[src/rtl/alu_hs_mc_if.sv]
// -----------------------------------------------------------------------------
// alu_hs_mc_if
// Handshake/bus bundle between the operand-issue logic (master) and the
// multi-cycle ALU (slave).
//
// Signals:
//   in_valid / in_ready   : request handshake (operands + opcode)
//   A, B                  : WIDTH-bit operands
//   ALU_sel               : 4-bit opcode
//   out_valid / out_ready : result handshake
//   ALU_out               : WIDTH-bit result
//   Zero, Carry, Negative, Overflow, Illegal : result flags
//   busy                  : a multi-cycle operation is executing
// -----------------------------------------------------------------------------
interface alu_hs_mc_if #(
    parameter int WIDTH = 8
);
    logic             in_valid;
    logic             in_ready;
    logic [WIDTH-1:0] A;
    logic [WIDTH-1:0] B;
    logic [3:0]       ALU_sel;
    logic             out_valid;
    logic             out_ready;
    logic [WIDTH-1:0] ALU_out;
    logic             Zero;
    logic             Carry;
    logic             Negative;
    logic             Overflow;
    logic             Illegal;
    logic             busy;

    modport master (
        output in_valid, A, B, ALU_sel, out_ready,
        input  in_ready, out_valid, ALU_out, Zero, Carry, Negative, Overflow,
               Illegal, busy
    );

    modport slave (
        input  in_valid, A, B, ALU_sel, out_ready,
        output in_ready, out_valid, ALU_out, Zero, Carry, Negative, Overflow,
               Illegal, busy
    );
endinterface

[src/rtl/alu_hs_mc.sv]
// -----------------------------------------------------------------------------
// alu_hs_mc
// Handshaked ALU with one operation in flight. Single-cycle ops (add/sub,
// logic, shifts, compares) produce a result one cycle after accept; MUL/MULHU
// run an iterative shift-add multiplier for WIDTH cycles.
//
// Optional feature: define ALU_DIV_EN to add DIVU/REMU via a restoring
// divider (one quotient bit per cycle). Without it, 1100/1101 are illegal.
//
// Ports:
//   clk   : clock, all state on rising edge
//   reset : synchronous, active-low
//   bus   : alu_hs_mc_if.slave (handshakes, operands, result, flags, busy)
// -----------------------------------------------------------------------------
module alu_hs_mc #(
    parameter int WIDTH = 8
) (
    input  logic       clk,
    input  logic       reset,
    alu_hs_mc_if.slave bus
);
    localparam int SHW = $clog2(WIDTH);

    localparam logic [3:0] OP_ADD   = 4'b0000;
    localparam logic [3:0] OP_SUB   = 4'b0001;
    localparam logic [3:0] OP_AND   = 4'b0010;
    localparam logic [3:0] OP_OR    = 4'b0011;
    localparam logic [3:0] OP_XOR   = 4'b0100;
    localparam logic [3:0] OP_SLL   = 4'b0101;
    localparam logic [3:0] OP_SRL   = 4'b0110;
    localparam logic [3:0] OP_SRA   = 4'b0111;
    localparam logic [3:0] OP_SLT   = 4'b1000;
    localparam logic [3:0] OP_SLTU  = 4'b1001;
    localparam logic [3:0] OP_MUL   = 4'b1010;
    localparam logic [3:0] OP_MULHU = 4'b1011;
`ifdef ALU_DIV_EN
    localparam logic [3:0] OP_DIVU  = 4'b1100;
    localparam logic [3:0] OP_REMU  = 4'b1101;
`endif

    typedef enum logic [1:0] {S_IDLE, S_EXEC, S_DONE} state_t;

    state_t           r_state;
    logic [3:0]       r_op;
    logic [WIDTH-1:0] r_b;      // multiplicand / divisor
    logic [WIDTH-1:0] r_hi;     // product high half / partial remainder
    logic [WIDTH-1:0] r_lo;     // multiplier -> product low half / dividend -> quotient
    logic [SHW-1:0]   r_cnt;
    logic             r_out_valid;
    logic             r_busy;
    logic [WIDTH-1:0] r_out;
    logic             r_zero;
    logic             r_carry;
    logic             r_neg;
    logic             r_ovf;
    logic             r_ill;

    logic             w_in_ready;
    logic             w_accept;

    // DONE only frees the slot when the consumer takes the result this edge.
    assign w_in_ready = reset & ((r_state == S_IDLE) | ((r_state == S_DONE) & bus.out_ready));
    assign w_accept   = bus.in_valid & w_in_ready;

    // ------------------------------------------------------------------
    // Single-cycle datapath, evaluated on the live bus at the accept edge
    // ------------------------------------------------------------------
    logic [WIDTH:0]   w_sum;
    logic [WIDTH:0]   w_diff;
    logic [SHW-1:0]   w_shamt;
    logic [WIDTH-1:0] w_res;
    logic             w_c;
    logic             w_v;
    logic             w_ill;
    logic             w_multi;

    always_comb begin
        // NOTE: every output of this block gets a default first so no path
        // through the case leaves a signal unassigned (which would infer a latch).
        w_sum   = {1'b0, bus.A} + {1'b0, bus.B};
        w_diff  = {1'b0, bus.A} - {1'b0, bus.B};
        w_shamt = bus.B[SHW-1:0];
        w_res   = '0;
        w_c     = 1'b0;
        w_v     = 1'b0;
        w_ill   = 1'b0;
        w_multi = 1'b0;
        case (bus.ALU_sel)
            OP_ADD: begin
                w_res = w_sum[WIDTH-1:0];
                w_c   = w_sum[WIDTH];
                w_v   = (bus.A[WIDTH-1] == bus.B[WIDTH-1]) &&
                        (w_sum[WIDTH-1] != bus.A[WIDTH-1]);
            end
            OP_SUB: begin
                w_res = w_diff[WIDTH-1:0];
                w_c   = w_diff[WIDTH];   // borrow out == A < B unsigned
                w_v   = (bus.A[WIDTH-1] != bus.B[WIDTH-1]) &&
                        (w_diff[WIDTH-1] != bus.A[WIDTH-1]);
            end
            OP_AND:  w_res = bus.A & bus.B;
            OP_OR:   w_res = bus.A | bus.B;
            OP_XOR:  w_res = bus.A ^ bus.B;
            OP_SLL:  w_res = bus.A << w_shamt;
            OP_SRL:  w_res = bus.A >> w_shamt;
            OP_SRA:  w_res = $signed(bus.A) >>> w_shamt;
            OP_SLT:  w_res = {{(WIDTH-1){1'b0}}, ($signed(bus.A) < $signed(bus.B))};
            OP_SLTU: w_res = {{(WIDTH-1){1'b0}}, (bus.A < bus.B)};
            OP_MUL, OP_MULHU: w_multi = 1'b1;
`ifdef ALU_DIV_EN
            OP_DIVU, OP_REMU: w_multi = 1'b1;
`endif
            default: w_ill = 1'b1;
        endcase
    end

    // ------------------------------------------------------------------
    // One iteration of the multi-cycle engine
    // ------------------------------------------------------------------
    logic [WIDTH:0]   w_madd;
    logic [WIDTH-1:0] w_nhi;
    logic [WIDTH-1:0] w_nlo;
`ifdef ALU_DIV_EN
    logic [WIDTH:0]   w_rsh;
    logic [WIDTH:0]   w_trial;
`endif

    always_comb begin
        // Shift-add: add the multiplicand when the current multiplier LSB is
        // set, then shift {carry, hi, lo} right; lo fills with product bits.
        w_madd = {1'b0, r_hi} + (r_lo[0] ? {1'b0, r_b} : '0);
        w_nhi  = w_madd[WIDTH:1];
        w_nlo  = {w_madd[0], r_lo[WIDTH-1:1]};
`ifdef ALU_DIV_EN
        // Restoring step: bring down the next dividend bit, keep the trial
        // subtraction only if it did not go negative. A zero divisor always
        // succeeds, giving an all-ones quotient and remainder == A.
        w_rsh   = {r_hi, r_lo[WIDTH-1]};
        w_trial = w_rsh - {1'b0, r_b};
        if ((r_op == OP_DIVU) || (r_op == OP_REMU)) begin
            if (w_trial[WIDTH]) begin
                w_nhi = w_rsh[WIDTH-1:0];
                w_nlo = {r_lo[WIDTH-2:0], 1'b0};
            end else begin
                w_nhi = w_trial[WIDTH-1:0];
                w_nlo = {r_lo[WIDTH-2:0], 1'b1};
            end
        end
`endif
    end

    // Result of the final iteration, selected by the latched opcode.
    logic [WIDTH-1:0] w_fres;
    logic             w_fv;

    always_comb begin
        w_fres = w_nlo;
        w_fv   = 1'b0;
        case (r_op)
            OP_MUL: begin
                w_fres = w_nlo;
                w_fv   = |w_nhi;
            end
            OP_MULHU: w_fres = w_nhi;
`ifdef ALU_DIV_EN
            OP_DIVU: begin
                w_fres = w_nlo;
                w_fv   = (r_b == '0);
            end
            OP_REMU: begin
                w_fres = w_nhi;
                w_fv   = (r_b == '0);
            end
`endif
            default: ;
        endcase
    end

    // ------------------------------------------------------------------
    // Control FSM with registered outputs
    // ------------------------------------------------------------------
    always_ff @(posedge clk) begin
        // NOTE: sequential state uses non-blocking assignments so every
        // register samples pre-edge values regardless of statement order.
        if (!reset) begin
            r_state     <= S_IDLE;
            r_op        <= '0;
            r_b         <= '0;
            r_hi        <= '0;
            r_lo        <= '0;
            r_cnt       <= '0;
            r_out_valid <= 1'b0;
            r_busy      <= 1'b0;
            r_out       <= '0;
            r_zero      <= 1'b0;
            r_carry     <= 1'b0;
            r_neg       <= 1'b0;
            r_ovf       <= 1'b0;
            r_ill       <= 1'b0;
        end else begin
            case (r_state)
                S_IDLE, S_DONE: begin
                    if (w_accept) begin
                        if (w_multi) begin
                            r_state     <= S_EXEC;
                            r_busy      <= 1'b1;
                            r_out_valid <= 1'b0;
                            r_op        <= bus.ALU_sel;
                            r_b         <= bus.B;
                            r_hi        <= '0;
                            r_lo        <= bus.A;
                            r_cnt       <= '0;
                        end else begin
                            r_state     <= S_DONE;
                            r_out_valid <= 1'b1;
                            r_out       <= w_res;
                            r_zero      <= (w_res == '0);
                            r_carry     <= w_c;
                            r_neg       <= w_res[WIDTH-1];
                            r_ovf       <= w_v;
                            r_ill       <= w_ill;
                        end
                    end else if ((r_state == S_DONE) && bus.out_ready) begin
                        r_state     <= S_IDLE;
                        r_out_valid <= 1'b0;
                    end
                end
                S_EXEC: begin
                    r_hi  <= w_nhi;
                    r_lo  <= w_nlo;
                    r_cnt <= r_cnt + 1'b1;
                    if (r_cnt == SHW'(WIDTH - 1)) begin
                        r_state     <= S_DONE;
                        r_busy      <= 1'b0;
                        r_out_valid <= 1'b1;
                        r_out       <= w_fres;
                        r_zero      <= (w_fres == '0);
                        r_carry     <= 1'b0;
                        r_neg       <= w_fres[WIDTH-1];
                        r_ovf       <= w_fv;
                        r_ill       <= 1'b0;
                    end
                end
                default: r_state <= S_IDLE;
            endcase
        end
    end

    assign bus.in_ready  = w_in_ready;
    assign bus.out_valid = r_out_valid;
    assign bus.ALU_out   = r_out;
    assign bus.Zero      = r_zero;
    assign bus.Carry     = r_carry;
    assign bus.Negative  = r_neg;
    assign bus.Overflow  = r_ovf;
    assign bus.Illegal   = r_ill;
    assign bus.busy      = r_busy;
endmodule

[src/flat_wrapper.sv]
// flat-port wrapper written by rule: the top's interface ports become plain ports
module alu_hs_mc_flat 
#(
    parameter int WIDTH = 8
)
  (clk, reset, bus_in_valid, bus_A, bus_B, bus_ALU_sel, bus_out_ready, bus_in_ready, bus_out_valid, bus_ALU_out, bus_Zero, bus_Carry, bus_Negative, bus_Overflow, bus_Illegal, bus_busy);
  alu_hs_mc_if #(.WIDTH(WIDTH)) bus_i ();
  input  logic clk;
  input  logic reset;
  input wire logic [$bits(bus_i.in_valid)-1:0] bus_in_valid;
  input wire logic [$bits(bus_i.A)-1:0] bus_A;
  input wire logic [$bits(bus_i.B)-1:0] bus_B;
  input wire logic [$bits(bus_i.ALU_sel)-1:0] bus_ALU_sel;
  input wire logic [$bits(bus_i.out_ready)-1:0] bus_out_ready;
  output wire logic [$bits(bus_i.in_ready)-1:0] bus_in_ready;
  output wire logic [$bits(bus_i.out_valid)-1:0] bus_out_valid;
  output wire logic [$bits(bus_i.ALU_out)-1:0] bus_ALU_out;
  output wire logic [$bits(bus_i.Zero)-1:0] bus_Zero;
  output wire logic [$bits(bus_i.Carry)-1:0] bus_Carry;
  output wire logic [$bits(bus_i.Negative)-1:0] bus_Negative;
  output wire logic [$bits(bus_i.Overflow)-1:0] bus_Overflow;
  output wire logic [$bits(bus_i.Illegal)-1:0] bus_Illegal;
  output wire logic [$bits(bus_i.busy)-1:0] bus_busy;
  assign bus_i.in_valid = bus_in_valid;
  assign bus_i.A = bus_A;
  assign bus_i.B = bus_B;
  assign bus_i.ALU_sel = bus_ALU_sel;
  assign bus_i.out_ready = bus_out_ready;
  assign bus_in_ready = bus_i.in_ready;
  assign bus_out_valid = bus_i.out_valid;
  assign bus_ALU_out = bus_i.ALU_out;
  assign bus_Zero = bus_i.Zero;
  assign bus_Carry = bus_i.Carry;
  assign bus_Negative = bus_i.Negative;
  assign bus_Overflow = bus_i.Overflow;
  assign bus_Illegal = bus_i.Illegal;
  assign bus_busy = bus_i.busy;
  alu_hs_mc #(.WIDTH(WIDTH)) u_core (.clk(clk), .reset(reset), .bus(bus_i));
endmodule
[config.mk]
export PLATFORM = sky130hd
export DESIGN_NAME = alu_hs_mc_flat
export DESIGN_NICKNAME = d
export VERILOG_FILES = /design/src/rtl/alu_hs_mc_if.sv /design/src/rtl/alu_hs_mc.sv /design/src/flat_wrapper.sv
export SDC_FILE = /design/constraint.sdc
export NUM_CORES = 1
export LEC_CHECK = 0
export ABC_CLOCK_PERIOD_IN_PS = 2740
export CORE_MARGIN = 8
export CORE_UTILIZATION = 37
export CTS_CLUSTER_SIZE = 28
export DETAILED_ROUTE_END_ITERATION = 6
export RECOVER_POWER = 50
export SYNTH_ARGS = -nofsm -noshare
export SYNTH_HDL_FRONTEND = slang
export SYNTH_SLANG_ARGS = --single-unit
[constraint.sdc]
create_clock -name clk -period 2.74 [get_ports clk]
set_clock_uncertainty 0.15 [all_clocks]
set_input_delay 0.548 -clock clk [delete_from_list [all_inputs] [get_ports clk]]
set_output_delay 0.548 -clock clk [all_outputs]
set_load 0.01 [all_outputs]
# --- Yosys cells after proc, flatten, opt, wreduce, memory -nomap -nowiden ---
# Cells that the tools add are included.
# W data, S select, Z words.
word_totals:
  mem_bits_rw: 0
  inputBits: 24
  regBits: 48
  memories: 0
  latchBits: 0
  wordCells: 126
  mem_bits_ro: 0
  out_inout_bits: 16
op_classes:
  mux: 53
  multipliers: 0
  order_cmp: 2
  bitwise_logic: 7
  shift: 3
  add_sub_neg: 4
  div: 0
  n_reduce_logical: 18
  eq_ne: 25
op_table:
  columns: ["operator", "n"]
  rows:
  - ["$pmux W8 S10", 1]
  - ["$mux W8", 9]
  - ["$pmux W8 S2", 3]
  - ["$eq A4 B4 Y1 const B", 6]
  - ["$mux W1", 23]
  - ["$pmux W1 S2", 9]
  - ["$eq A4 B3 Y1 const B", 4]
  - ["$logic_not A8 Y1", 2]
  - ["$lt A8 B8 Y1", 2]
  - ["$reduce_or A12 Y1", 1]
  - ["$add A8 B8 Y9", 1]
  - ["$add A8 B9 Y9", 1]
  - ["$reduce_and A3 Y1", 3]
  - ["$sub A8 B8 Y9", 1]
  - ["$and A8 B8 Y8", 1]
  - ["$eq A4 B2 Y1 const B", 2]
  - ["$mux W2", 4]
  - ["$or A8 B8 Y8", 1]
  - ["$reduce_and A4 Y1", 2]
  - ["$reduce_or A8 Y1", 1]
  - ["$shl A8 B3 Y8", 1]
  - ["$shr A8 B3 Y8", 1]
  - ["$sshr A8 B3 Y8", 1]
  - ["$xor A8 B8 Y8", 1]
  - ["other kinds (21)", 31]

# --- Logic depth before layout (Yosys ltp) ---
depth:
  word_depth: 7
  mapped_depth: 11
  mapped_depth_nobuf: 11

# --- Least setup slack after synthesis ---
# OpenSTA, ideal clock, no wires.
synth_timing:
  kind: "in2reg"
  start: "input port bus_B[1]"
  end: "register u_core.r_out[3], in the netlist u_core.bus.ALU_out[3]"
  path_buffers: 2
  arrival_time_ns: 2.651
  setup_time_ns: 0.131
  stages: 11
  t_required_ns: 2.459
  path_slack_ns: -0.192
  cell_sequence: "buf_2 -> buf_6 -> inv_1 -> ha_1 -> a21oi_1 -> o21bai_1 -> xnor2_1 -> a221o_1 -> or4_4 -> o211ai_2 -> a21oi_2"
synth_between:
  elab_chain_len: 5
  elab_cells_between_ends: 9
  cone_classes: "add/sub (2); shift (3); mux (4)"
synth_lines:
  columns: ["item", "line", "source"]
  rows:
  - ["start, declared", "flat_wrapper.sv:12", "input wire logic [$bits(bus_i.B)-1:0] bus_B;"]
  - ["$sub A8 B8 Y9 (tied with other cells)", "alu_hs_mc.sv:81", "w_diff = {1'b0, bus.A} - {1'b0, bus.B};"]
  - ["$pmux W8 S10 (*)", "alu_hs_mc.sv:88", "case (bus.ALU_sel)"]
  - ["$mux W8 (*)", "alu_hs_mc.sv:204", "if (w_multi) begin"]
  - ["$mux W8 (*)", "alu_hs_mc.sv:203", "if (w_accept) begin"]
  - ["$pmux W8 S2 (*)", "alu_hs_mc.sv:201", "case (r_state)"]
  - ["end signal, assigned", "alu_hs_mc.sv:216", "r_out <= w_res;"]
  - ["end signal, assigned", "alu_hs_mc.sv:236", "r_out <= w_fres;"]
  - ["end, declared", "alu_hs_mc.sv:51", "logic [WIDTH-1:0] r_out;"]
# Every way passes the cells marked *; elsewhere a longest branch is shown, timed or not. The select of a mux whose other input is x is not followed.
# A chain may end at the register's enable or synchronous reset.

# --- Worst setup path after layout ---
layout_timing:
  start: "input port bus_A[7]"
  end: "register u_core.r_zero, in the netlist u_core.bus.Zero"
layout_between:
  elab_chain_len: 6
  elab_cells_between_ends: 15
  cone_classes: "add/sub (2); order compare (2); shift (3); mux (4); bitwise (3); reduce/logical (1)"
layout_lines:
  columns: ["item", "line", "source"]
  rows:
  - ["start, declared", "flat_wrapper.sv:11", "input wire logic [$bits(bus_i.A)-1:0] bus_A;"]
  - ["$sub A8 B8 Y9 (tied with other cells)", "alu_hs_mc.sv:81", null]
  - ["$pmux W8 S10 (*)", "alu_hs_mc.sv:88", null]
  - ["$logic_not A8 Y1 (*)", "alu_hs_mc.sv:217", "r_zero <= (w_res == '0);"]
  - ["$mux W1 (*)", "alu_hs_mc.sv:204", null]
  - ["$mux W1 (*)", "alu_hs_mc.sv:203", null]
  - ["$pmux W1 S2 (*)", "alu_hs_mc.sv:201", null]
  - ["end signal, assigned", "alu_hs_mc.sv:217", null]
  - ["end signal, assigned", "alu_hs_mc.sv:237", "r_zero <= (w_fres == '0);"]
  - ["end, declared", "alu_hs_mc.sv:52", "logic r_zero;"]
# Marked as above.

==> flow_metrics.env <==
export IMPL_status="finished, final reports clean"
export IMPL_startpoint="bus_A[7]"
export IMPL_netlist_area_um2=4440
export IMPL_ys_flop_type="dfxtp_1"
export IMPL_hold_worst_slack_ns=0.298
export IMPL_synth_top_family_by_area="simple AND/OR/NAND/NOR gates"
export IMPL_drive_gt1_share_pct=33.3
export IMPL_grt_pass1_wl_um=26200
export IMPL_routed_wl_um=16500
export IMPL_clk_pin_slew_ns=0.07
export IMPL_power_per_cell_area_nw_per_um2=347
export IMPL_grt_max_degree=42
export IMPL_setup_tns_final_ns=0
export IMPL_cts_sinks=47
export IMPL_hold_class="reg -> reg"
export IMPL_ys_warn_count=0
export IMPL_port_buffers=39
export IMPL_drtPass1Iterations=5
export IMPL_gp_congestion=0.924
export IMPL_max_freq_ghz=0.366
export IMPL_dp_hpwl_um=12600
export IMPL_synth_edf_count=0
export IMPL_slew_viol_final=0
export IMPL_worst_pin_slew_ns=0.564
export IMPL_syn_inst=581
export IMPL_insertedDiodeCount=0
export IMPL_root_buffer="clkbuf_16"
export IMPL_finalCriticalPeriod_ns=2.73
export IMPL_async_reset_ff_share_pct=0
export IMPL_num_vias=5056
export IMPL_ant_nets=0
export IMPL_synth_compound_area_share_pct=25.0
export IMPL_crit_type="in -> reg"
export IMPL_relSlewSlack_pct=62.0
export IMPL_p_leak_nw=2.84
export IMPL_grt_setup_unrepaired="true"
export IMPL_worst_slack_ns=0.00753
export IMPL_netlist_cell_type_count=79
export IMPL_hold_viol_final=0
export IMPL_synth_seq_cells=47
export IMPL_fin_util_pct=55.7
export IMPL_post_drt_wl_per_cell_um=18.7
export IMPL_dpl_worst_slack_ns=-0.761
export IMPL_die_area_um2=15800
export IMPL_finalCritPeriodShare_pct=99.7
export IMPL_r2r_slack_ns=0.05
export IMPL_cp_max_fo=8
export IMPL_timing_rr_start="u_core.r_b[1]"
export IMPL_initial_core_util_pct=37.4
export IMPL_cts_buffers=5
export IMPL_critPathArrivalTime_ns=2.78
export IMPL_drc_errors=0
export IMPL_dieWidth_um=126
export IMPL_peakVddDrop_uv=245
export IMPL_clockBufferDepth=2
export IMPL_htreeDepth=2
export IMPL_yosysSeqAreaShare_pct=21.2
export IMPL_syn2layout_area_growth_pct=48.7
export IMPL_antenna_found_initial=0
export IMPL_core_um2=11900
export IMPL_via_per_inst=5.71
export IMPL_required_ns=2.79
export IMPL_start_kind="input pin"
export IMPL_grtUsageTotal_pct=20.3
export IMPL_synth_nets=643
export IMPL_drv_cap=0
export IMPL_endpoint_kind="register"
export IMPL_die_h_um=126
export IMPL_synth_fa_ha_area_share_pct=11.2
export IMPL_setup_violations=0
export IMPL_synth_xor_area_share_pct=1.58
export IMPL_gr_total_overflow=0
export IMPL_cts_tree="yes"
export IMPL_first_global_vias=4922
export IMPL_synth_simple_area_share_pct=25.5
export IMPL_hold_buffers=0
export IMPL_syn_avg_cell_area_um2=7.65
export IMPL_clk_latency_ns=0.29
export IMPL_fp_row_count=40
export IMPL_layout_common_cells="134 x buf_4, 63 x nand2_1, 59 x nor2_1, 54 x a21oi_1, 47 x dfxtp_1"
export IMPL_hp_start="u_core.bus.ALU_out[2]"
export IMPL_final_common_cell="buf_4"
export IMPL_fin_nets=800
export IMPL_muxShareOfSynthArea_pct=8.23
export IMPL_io_pins=40
export IMPL_first_iter_violations=423
==> Yosys cell counts, types with 12 or more instances <==
master | instances | area, um2
a21oi_1 | 56 | 280
ha_1 | 35 | 438
nor3_1 | 13 | 65.1
nor2_1 | 59 | 221
nand2_1 | 63 | 236
o211ai_1 | 15 | 113
clkbuf_1 | 21 | 78.8
mux2i_1 | 14 | 140
o21ai_0 | 19 | 95.1
nand3_1 | 20 | 100
a211oi_1 | 12 | 90.1
dfxtp_1 | 47 | 941
inv_1 | 29 | 109
==> worst max-delay path: stages <==
cell and delay [ns]:
clkdlybuf4s50_1 0.42, buf_6 0.15, mux4_2 0.52, a221oi_4 0.36, buf_4 0.17, nand4_1 0.22, o41ai_2 0.39
==> routing by layer <==
metal	GRT usage (%)	vias to the layer above	share of wire, %
met1	27.3	2418	46
met4	5.87	0	2.4
met5	0	-	0
met2	32.9	168	46
met3	2.76	22	5.5
li1	-	2448	-
==> final timing paths <==
path,depth (start not counted),to
hold reg to reg,2,u_core.bus.ALU_out[2]
hold / removal,2,u_core.bus.ALU_out[2]
setup reg to reg,10,u_core.bus.Zero
setup / recovery,7,u_core.bus.Zero
==> cell families (layout without fill, tap and decap cells) <==
logic type      count (synthesis)  after routing
fa+ha+maj                      38             38
xor+xnor                        8              8
compound gates                165            165
buf+inv                        72            230
simple gates                  226            226
flops                          47             47
mux                            25             25
==> final cells by class <==
| type | instances | area [um2] |
|---|---|---|
| well taps | 147 | 184 |
| multi-input cells | 462 | 3570 |
| clock buffers | 5 | 125 |
| clock inverters | 3 | 47.5 |
| repair buffers | 191 | 1610 |
| inverters | 31 | 125 |
| flip-flops and latches | 47 | 941 |
| fillers | 1130 | 5260 |
==> stage by stage <==
step / std cells / cell area [um2] / power, mW
after floorplan: 581 / 4490 / 1.14
after global placement: 865 / 5930 / 1.49
after detailed placement: 865 / 5930 / 1.50
after CTS: 884 / 6500 / 2.28
after global routing: 886 / 6600 / 2.40
final: 886 / 6600 / 2.29
==> power by group <==
part / internal (mW) / switching (mW)
Combinational: 0.413 / 0.435
Sequential: 0.710 / 0.0225
Clock: 0.435 / 0.276
Total: 1.56 / 0.734
==> state kept, by name, summed over array words and instances (netlist names) <==
name                  flops
u_core.r_hi               8
u_core.bus.Carry          1
u_core.r_op               4
u_core.r_lo               8
u_core.bus.Illegal        1
u_core.bus.busy           1
u_core.bus.Overflow       1
u_core.bus.ALU_out        7
u_core.bus.out_valid      1
u_core.r_b                8
u_core.r_state            2
u_core.bus.Negative       1
u_core.r_cnt              3
u_core.bus.Zero           1
==> what timing repair did <==
| action | 4_1_cts | 5_1_grt |
|---|---|---|
| setup buffers | 10 | 1 |
| resized for setup | 91 | 29 |
| setup endpoints to repair | 11 | 10 |
| cloned | 1 | 1 |
| pin swaps | 28 | 10 |
Power figures use the tool's default switching activity.
==> edit 1 (same flow settings) <==
`WIDTH` is set to 8 in 3 places; all go to 16.
--- a/src/rtl/alu_hs_mc_if.sv
+++ b/src/rtl/alu_hs_mc_if.sv
@@ -14,5 +14,5 @@
 // -----------------------------------------------------------------------------
 interface alu_hs_mc_if #(
-    parameter int WIDTH = 8
+    parameter int WIDTH = 16
 );
     logic             in_valid;
--- a/src/rtl/alu_hs_mc.sv
+++ b/src/rtl/alu_hs_mc.sv
@@ -14,5 +14,5 @@
 // -----------------------------------------------------------------------------
 module alu_hs_mc #(
-    parameter int WIDTH = 8
+    parameter int WIDTH = 16
 ) (
     input  logic       clk,
--- a/src/flat_wrapper.sv
+++ b/src/flat_wrapper.sv
@@ -2,5 +2,5 @@
 module alu_hs_mc_flat 
 #(
-    parameter int WIDTH = 8
+    parameter int WIDTH = 16
 )
   (clk, reset, bus_in_valid, bus_A, bus_B, bus_ALU_sel, bus_out_ready, bus_in_ready, bus_out_valid, bus_ALU_out, bus_Zero, bus_Carry, bus_Negative, bus_Overflow, bus_Illegal, bus_busy);
Interface: changed (resized bus_A, bus_ALU_out and bus_B); port bits go from 40 to 64. The function was not compared with the original's and may differ.
==> edit 1 against the original RTL <==
The flow now finishes with violations (setup timing). Die area grew 87%. Clock power grew 80%. Cell area is 130% higher. Power up 100%. First-iteration DRC count up 130%. Count of clock-buffer cells in the layout rose by 6. Combinational power grew to 2.6 times the old value. Wire length grew to 2.6 times the old value. Sequential cell count rose by 33. Non-clock buffer count up 336. Setup slack got worse by 0.68 ns. Area after synthesis increased by 100%. Maximum frequency shrank 20%. Largest power group unchanged.
==> edit 1: results <==
group,metric,value,unit
run_status,status,"finished, violations left",
run_status,violations,"setup timing",
drt,wirelength,43.3,mm
layout,num-multi-input-gates,953,
layout,seq_area,1600,sq um
place,hpwl,31.9,mm
place,gp_congestion,0.963,
clock_network,post_cts_buffers,54,
layout,nNetsFinal,1738,
synthesis,syn_nets,1291,
layout,seq_area_frac,0.104,
layout,antenna_cells,1,
synthesis,synth_xor_area_frac,0.0205,
timing,finalSetupViolations,61,
global_route,grt_pass1_wl,64.6,mm
place,dp.cells,1857,
setup_path,crit_fanout,6,
drt,route.met2.wl,20.6,mm
timing,tns,-9.05,ns
global_route,antenna_found_initial,2,
place,io_buffers,63,
layout,signal_buffers,527,
global_route,gr-usage-met3,0.0363,
layout,nonClkBufAreaFrac,0.291,
drt,first_iter_violations,958,
pwr,pwr-share-seq,0.261,
layout,clkbuf_count,11,
place,dpl_cell_area,12700,sq um
drt,wl_met1,17.3,mm
drt,dr_total_vias,11500,
layout,area_delta_synth_final,71.2,%
pwr,internal_power,3.02,mW
pwr,power.density,305,nW/um^2
clock_network,ctsHtreeMaxLevel,3,
timing,fin_ws,-0.673,ns
timing,slew_headroom,0.612,
drt,wl_met3,2.75,mm
pwr,powerClk,1.28,mW
synthesis,synth_cell_type_count,80,
==> edit 1: changes by cell type after synthesis, sizes merged, moves of 25 or more <==
cell,unedited run,this run
nor2,59,84
o21ai,20,73
clkbuf,21,58
a21boi,1,45
nand2,63,130
and2,10,36
ha,35,72
dfxtp,47,80
==> edit 1: worst reg2reg max path, stage by stage, from the launching register on <==
cell and delay, ns:
dfxtp_2 0.32, buf_6 0.12, buf_8 0.12, buf_6 0.12, buf_4 0.15, and2_1 0.18, ha_1 0.31, nand4_1 0.11
a21oi_1 0.26, a221oi_4 0.11, o211ai_1 0.30, buf_4 0.20, xnor2_4 0.14, nor3b_4 0.26, a31oi_4 0.12, a221o_1 0.28
==> edit 1: worst paths after layout <==
path / cells after the start / end / slack [ns]
min reg2reg: 2 / u_core.bus.ALU_out[10] / 0.30
max: 13 / u_core.bus.Zero / -0.67
min: 2 / u_core.bus.ALU_out[10] / 0.30
max reg2reg: 15 / u_core.bus.Overflow / -0.62
==> edit 2 (same flow settings) <==
Made on the original files. Reset style: asynchronous (`reset`), changed in one clocked block.
--- a/src/rtl/alu_hs_mc.sv
+++ b/src/rtl/alu_hs_mc.sv
@@ -180,5 +180,5 @@
     // Control FSM with registered outputs
     // ------------------------------------------------------------------
-    always_ff @(posedge clk) begin
+    always_ff @(posedge clk or negedge reset) begin
         // NOTE: sequential state uses non-blocking assignments so every
         // register samples pre-edge values regardless of statement order.
Check against the original RTL: differs if reset is asserted again (counterexample within 4 cycles, from zero or initial values and one cycle with reset low); with reset held inactive, the same outputs for 4 cycles.
==> edit 2 against the original RTL <==
Area after synthesis down 0.37%. Cell area down 5.9%. Wire length down 5.0%. Count of clock-buffer cells in the layout unchanged. Highest routed layer unchanged. Largest cell class unchanged. Sequential cell count unchanged. Setup slack better by 0.040 ns.
Power is not compared: it rests on default switching activity, and its combinational part moved more than twofold at a synthesized area within 25%.
==> edit 2: results <==
group,metric,value,unit
global_route,grt_util_all_layers,0.196,
setup_path,worst_path_largest_cell_delay,0.48,ns
worst_hold_path,hp-class,"reg2reg",
setup_path,ff2ff_path_depth,11,
layout,reg_top3,"u_core.r_b: 8 flops, u_core.r_hi: 8 flops, u_core.r_lo: 8 flops",
global_route,grt_pass1_vias,4652,
synthesis,syn_nets,590,
clock_network,ctsHtreeMaxLevel,2,
drt,routed_via_density,5.75,
synthesis,synth_compound_area_frac,0.244,
global_route,grt_pass1_wl,24.9,mm
setup_path,reg2reg_to,"u_core.bus.Overflow",
setup_path,worstReg2RegStart,"u_core.r_b[0]",
clock_network,cts_buffers,5,
place,io_buffers,39,
place,dp_slack,-0.684,ns
synthesis,synthAdderAreaFrac,0.113,
synthesis,synth_area_leaders,"dfrtp_1 (27%), ha_1 (9.9%), o21ai_0 (5.1%), nand2_1 (4.5%), a21oi_1 (3.5%)",
synthesis,ys_seq_area_frac,0.266,
drt,drtPass1Iterations,5,
run_status,status,"finished clean",
drt,first_iter_violations,257,
timing,worst_pin_slew,1.20,ns
place,gp_congestion,0.959,
synthesis,synthTopCellsByCount,"nand2_1 (53), dfrtp_1 (47), o21ai_0 (45)",
synthesis,synth_edf_count,0,
layout,fill_cells,1121,
synthesis,synth_largest_area_cell,"dfrtp_1",
pwr,vdd_ir_drop_max,0.000297,V
setup_path,worstSetupStartpoint,"bus_A[6]",
synthesis,synth_cell_type_count,75,
timing,whs,0.323,ns
layout,antenna_cells,0,
synthesis,synth-async-reset-ratio,1.00,
clock_network,cts-root-buf,"clkbuf_16",
setup_path,r2r_slack,0.11,ns
setup_path,arrival,2.75,ns
synthesis,synth_xor_area_frac,0.0139,
place,hpwl,12.4,mm
setup_path,crit_end,"u_core.bus.Zero",
layout,nNetsFinal,726,
timing,min_period_over_period,0.983,
synthesis,ys.flop_type,"dfrtp_1",
drt,routedWlPerCell,19.4,microns
layout,drive_gt1_frac,0.317,
setup_path,slowest_stage,"clkdlybuf4s50_1",
synthesis,synthMuxAreaShare,0.0715,
global_route,grt_max_degree,48,
clock_network,clkSlewWorstSetupHoldPaths,0.07,ns
==> edit 2: layout make-up <==
| cell class | count | area share |
|---|---|---|
| inverters | 26 | 0.0161 |
| multi-input cells | 416 | 0.522 |
| clock buffers | 5 | 0.0201 |
| clock inverters | 3 | 0.00302 |
| flip-flops and latches | 47 | 0.189 |
| well taps | 147 | 0.0296 |
| repair buffers | 168 | 0.220 |
==> edit 2: what timing repair did <==
action / in CTS / in global routing
endpoints found under the setup margin: 11 / 10
resized for setup: 45 / 40
hold buffers: 0 / 0
pin swaps: 15 / 27
buffers inserted: 1 / 4
==> edit 2: worst min path at each step <==
| stage | startpoint | endpoint | cells past startpoint |
|---|---|---|---|
| after floorplan | reset | u_core.bus.ALU_out[0] | 0 |
| after global placement | u_core.bus.busy | u_core.bus.busy | 2 |
| after detailed placement | u_core.bus.busy | u_core.bus.busy | 2 |
| after CTS | reset | u_core.r_hi[2] | 2 |
| after global routing | u_core.bus.ALU_out[3] | u_core.bus.ALU_out[3] | 2 |
| final | u_core.bus.busy | u_core.bus.busy | 2 |
==> edit 2: stage by stage <==
step	std cells	TNS [ns]	utilization	cell area, sq um	total power, mW
final	812	0	0.524	6220	3.43
after global routing	812	-0.0284	0.524	6220	3.65
after CTS	808	0	0.509	6030	3.33
after detailed placement	799	-5.89	0.486	5760	2.67
after global placement	799	-5.38	0.486	5760	2.64
after floorplan	528	0	-	4450	1.94
==> edit 2: logic make-up (layout without fill, tap and decap cells) <==
kind of cell / Yosys count / in the layout
AO/OA/AOI/OAI: 159 / 159
AND/OR/NAND/NOR: 188 / 188
XOR/XNOR: 7 / 7
buffers and inverters: 65 / 202
flip-flops: 47 / 47
multiplexers: 24 / 24
adder cells (fa/ha/maj): 38 / 38
==> edit 2: metal layers <==
layer,global-route usage,vias up,part of all wire
met5,0,-,0
met4,0.0709,0,0.032
met3,0.0183,35,0.049
met2,0.334,169,0.48
met1,0.251,2243,0.44
li1,-,2225,-
==> edit 2: power breakdown <==
group | leakage [nW] | internal (mW) | switching [mW] | total (mW)
combinational | 2.17 | 0.845 | 0.874 | 1.72
sequential | 0.602 | 0.922 | 0.186 | 1.11
clock | 0.0740 | 0.338 | 0.268 | 0.606
==> edit 2: tightest hold or removal path: stages, from the launching register on <==
cell	delay, ns
dfrtp_1	0.34
nand2_1	0.05
nand2_1	0.06
